**config.mk**
```make
export PLATFORM = sky130hd
export DESIGN_NAME = jk_excite_ctrl
export DESIGN_NICKNAME = d
export VERILOG_FILES = /design/src/rtl/jk_excite_ctrl.sv
export SDC_FILE = /design/constraint.sdc
export NUM_CORES = 1
export LEC_CHECK = 0
export CAP_MARGIN = 20
export CORE_ASPECT_RATIO = 0.6
export CORE_MARGIN = 2
export CORE_UTILIZATION = 40
export CTS_BUF_LIST = sky130_fd_sc_hd__clkbuf_2 sky130_fd_sc_hd__clkbuf_4 sky130_fd_sc_hd__clkbuf_8
export DETAILED_ROUTE_END_ITERATION = 16
export DONT_BUFFER_PORTS = 1
export HOLD_SLACK_MARGIN = 0.1
export MAX_ROUTING_LAYER = met4
export SETUP_SLACK_MARGIN = 0.3
export SLEW_MARGIN = 0
export SYNTH_ARGS = -nofsm -noshare
export SYNTH_HDL_FRONTEND = slang
export SYNTH_SLANG_ARGS = --single-unit
export TNS_END_PERCENT = 10
```
**constraint.sdc**
```tcl
create_clock -name clk -period 5.1 [get_ports clk]
set_clock_uncertainty 0.1 [all_clocks]
set_input_delay 0.255 -clock clk [delete_from_list [all_inputs] [get_ports clk]]
set_output_delay 0.255 -clock clk [all_outputs]
set_load 0.05 [all_outputs]
```
**src/rtl/jk_excite_ctrl.sv**
```systemverilog
// Sequencing controller for an external JK flip-flop bank: derives J/K excitation for
// hold/up/down/load sequences and verifies flop feedback. Optional build macro: JK_TOGGLE_PREF_EN.
module jk_excite_ctrl #(
    parameter int WIDTH  = 4,
    parameter int STEP_W = 8
) (
    input  logic              clk,
    input  logic              rst,
    input  logic              start,
    input  logic [1:0]        mode,
    input  logic [WIDTH-1:0]  load_val,
    input  logic [STEP_W-1:0] steps,
    input  logic [WIDTH-1:0]  q_fb,
    output logic [WIDTH-1:0]  j,
    output logic [WIDTH-1:0]  k,
    output logic [WIDTH-1:0]  expect_q,
    output logic              busy,
    output logic              done,
    output logic              err
);

    typedef enum logic [1:0] {
        IDLE  = 2'd0,
        DRIVE = 2'd1,
        CHECK = 2'd2,
        DONE  = 2'd3
    } state_t;

    state_t             state, state_n;
    logic [1:0]         mode_r, mode_n;
    logic [WIDTH-1:0]   lv_r, lv_n;
    logic [STEP_W-1:0]  cnt, cnt_n;
    logic [WIDTH-1:0]   j_n, k_n, exp_n, tgt;
    logic               err_n;

    function automatic logic [WIDTH-1:0] next_val(input logic [WIDTH-1:0] c,
                                                  input logic [1:0] m,
                                                  input logic [WIDTH-1:0] lv);
        case (m)
            2'b00:   return c;
            2'b01:   return c + WIDTH'(1);
            2'b10:   return c - WIDTH'(1);
            default: return lv;
        endcase
    endfunction

    // Don't-care excitation resolution: toggle preference or minimal J/K activity.
    function automatic logic [WIDTH-1:0] exc_j(input logic [WIDTH-1:0] c,
                                               input logic [WIDTH-1:0] t);
`ifdef JK_TOGGLE_PREF_EN
        return c ^ t;
`else
        return t & ~c;
`endif
    endfunction

    function automatic logic [WIDTH-1:0] exc_k(input logic [WIDTH-1:0] c,
                                               input logic [WIDTH-1:0] t);
`ifdef JK_TOGGLE_PREF_EN
        return c ^ t;
`else
        return c & ~t;
`endif
    endfunction

    always_ff @(posedge clk) begin
        if (rst) begin
            state    <= IDLE;
            mode_r   <= 2'b00;
            lv_r     <= '0;
            cnt      <= '0;
            j        <= '0;
            k        <= '0;
            expect_q <= '0;
            err      <= 1'b0;
        end else begin
            state    <= state_n;
            mode_r   <= mode_n;
            lv_r     <= lv_n;
            cnt      <= cnt_n;
            j        <= j_n;
            k        <= k_n;
            expect_q <= exp_n;
            err      <= err_n;
        end
    end

    // J/K default to zero so the bank holds in every cycle except DRIVE.
    always_comb begin
        state_n = state;
        mode_n  = mode_r;
        lv_n    = lv_r;
        cnt_n   = cnt;
        j_n     = '0;
        k_n     = '0;
        exp_n   = expect_q;
        err_n   = err;
        tgt     = '0;
        case (state)
            IDLE: begin
                if (start) begin
                    mode_n = mode;
                    lv_n   = load_val;
                    cnt_n  = steps;
                    err_n  = 1'b0;
                    if (steps == '0) begin
                        state_n = DONE;
                    end else begin
                        tgt     = next_val(q_fb, mode, load_val);
                        j_n     = exc_j(q_fb, tgt);
                        k_n     = exc_k(q_fb, tgt);
                        exp_n   = tgt;
                        state_n = DRIVE;
                    end
                end
            end
            DRIVE: state_n = CHECK;
            CHECK: begin
                if (q_fb != expect_q) begin
                    err_n   = 1'b1;
                    state_n = DONE;
                end else if (cnt > STEP_W'(1)) begin
                    cnt_n   = cnt - STEP_W'(1);
                    tgt     = next_val(expect_q, mode_r, lv_r);
                    j_n     = exc_j(expect_q, tgt);
                    k_n     = exc_k(expect_q, tgt);
                    exp_n   = tgt;
                    state_n = DRIVE;
                end else begin
                    state_n = DONE;
                end
            end
            default: state_n = IDLE;
        endcase
    end

    assign busy = (state != IDLE);
    assign done = (state == DONE);

endmodule

```
==> reports/metrics.cfg <==
[clocking]
cts_max_path_buffers = 2
clk_pin_slew_ps = 70
h-tree-depth = 2
cts_sinks = 29
post_cts_buffers = 0
insertion_delay_ps = 280
cts_inserted_buffers = 5
clock_tree.root_cell = clkbuf_8
tritoncts = yes

[logic_synthesis]
synth-simple-area-share_pct = 26.0
async_reset_ff_share_pct = 0
ys_warn_count = 0
synth-seq-cells = 29
synthCells = 269
synth_top_family_by_area = simple AND/OR/NAND/NOR gates
synth_ff_type = dfxtp_1
synthMuxAreaShare_pct = 2.58
synth_xor_area_share_pct = 5.40
synth_cell_types = 52
syn_avg_cell_area_um2 = 7.58
synth-edff-count = 0
syn-cell-area_um2 = 2040
synth_compound_area_share_pct = 23.6
ys_seq_area_share_pct = 28.5
synth_fp_nets = 302
synth-adder-area-share_pct = 7.36

[layout]
fin_area_um2 = 2240
regArea_um2 = 581
most-common-layout-cells = 38 x nor2_1, 31 x a21oi_1, 29 x dfxtp_1, 24 x nand2_1, 13 x dlygate4sd3_1
n_antenna_cell = 0
mostFrequentLayoutCell = nor2_1
num-nets-final = 304
syn_to_final_growth_pct = 10.1
multi_input_area_um2 = 1320
drive_above_1_share_pct = 6.27
n_fill_cell = 509

[sta]
post-route-period-util_pct = 50.3
setup_viol = 0
setup_slack_ps = 2540
min_period_ps = 2560
tightest_slew_ps = 954
slew_violations = 0
slew_headroom_pct = 36.4
rsz0062_at_grt = no
max_clock_freq_mhz = 390
setup-tns-final_ps = 0
timing.final.hold_violations = 0
timing.hold.ws_ps = 110

[critical_path]
crit_buf_inv = 0
cpPeakStageDelay_ps = 890
critical_path_class = register to register
slowest_stage = dfxtp_1
crit_family = simple AND/OR/NAND/NOR gates
cp.required_ps = 5220
end_kind = register
start_kind = register
path_cells = xnor2_2 > nand4_2 > or3_1 > nor4_2 > o21a_1
worstPathMaxFanout = 11
critical_path_arrival_ps = 2680

[floorplanning]
coreArea_um2 = 4980
ios = 36
die_x_um = 96.2
placementRows = 20
die_area_um2 = 5700
initial_core_util_pct = 41.0
die_h_um = 59.3

[drt]
dr.pass1.iters = 4
vias = 1874
avgRoutedWirePerCell_um = 16.9
first_iter_violations = 173
drt_wl_total_um = 5680
viasPerCell = 5.56
antenna_left = 0
drc = 0

[place]
pre_cts_ws_ps = 2630
hpwlAfterDp_um = 4150
placed_area_um2 = 2020
place_congestion = 0.901
io_buffers = 0

[pwr]
powerDensity_nw_per_um2 = 306
ir_drop_uv = 163
p_leak_uw = 0.000831

[grt]
grt_pass1_wl_um = 8830
track_usage_pct = 21.4
antenna_found_initial = 0
grt_max_degree = 27
grt_pass1_vias = 1618
grt_overflow = 0

[flow_run]
maxCapViolCount = 0

[status]
status = finished clean

[min_path]
hold_path_class = input pin to register

[metal layers]
layer / wire, µm / track usage [%] / vias to the layer above
li1: - / - / 956
met1: 3040 / 33.7 / 852
met2: 2130 / 25.5 / 64
met3: 496 / 7.12 / 2
met4: 19 / 3.67 / 0
met5: 0 / - / -
[what timing repair did]
item	in CTS	in global routing
hold endpoints to repair	26	0
hold buffers	13	0
resized for setup	0	0
[worst reg2reg max path, cell delays in order, from the launching register on]
cell and delay, ps:
dfxtp_1 890, xnor2_2 200, nand4_2 190, or3_1 570, nor4_2 370, o21a_1 180
[sequential cells by signal, indices dropped and copies added, names as in the netlist]
signal,cells
mode_r,2
lv_r,4
k,4
expect_q,4
j,4
err,1
state,2
cnt,8
[cell usage after synthesis (3+ instances only)]
master     n  area, µm²
dfxtp_1   29        581
nand2_1   24       90.1
o21ai_1    7       35.0
xnor2_1    3       26.3
buf_2      6       30.0
ha_1      12        150
a21oi_1   31        155
o21ai_0    8       40.0
and2_1     3       18.8
inv_1     10       37.5
xnor2_2    3       48.8
o21a_1     6       45.0
nand2b_1   4       25.0
nor2_1    38        143
mux2i_1    3       30.0
xor2_1     4       35.0
nor4_1     3       18.8
nor3_1    12       60.1
nand3_1   11       55.1
clkbuf_1   7       26.3
a211oi_1   4       30.0
[logic make-up after synthesis]
group	Yosys count
buffers and inverters	28
multiplexers	5
AND/OR/NAND/NOR	109
flip-flops	29
XOR/XNOR	10
adder cells (fa/ha/maj)	12
AO/OA/AOI/OAI	76
[final cells by class]
cell class	count	share of cell area, %
Clock buffer	7	4.01
Inverter	10	1.67
Multi-Input combinational cell	212	59.0
Sequential cell	29	25.9
Tap cell	66	3.68
Timing Repair Buffer	13	5.80
[where the power goes]
group          total, µW  switching (µW)  internal, µW
logic                190             113          76.8
clock network        203            90.9           112
registers            293            48.5           244
[through the flow]
stage | instances | power, µW | utilization, %
after floorplan | 269 | 446 | -
after global placement | 317 | 472 | 40.7
after detailed placement | 317 | 474 | 40.7
after CTS | 337 | 685 | 45.1
after global routing | 337 | 723 | 45.1
final | 337 | 686 | 45.1
[final timing paths]
path	endpoint	slack, ps	startpoint	cells past startpoint
setup / recovery	j[3]	2540	expect_q[2]	5
hold / removal	cnt[6]	110	steps[6]	3
setup reg to reg	j[3]	2540	expect_q[2]	5
hold reg to reg	lv_r[3]	400	lv_r[3]	2
Note: power is estimated with default switching activity, not from simulation.
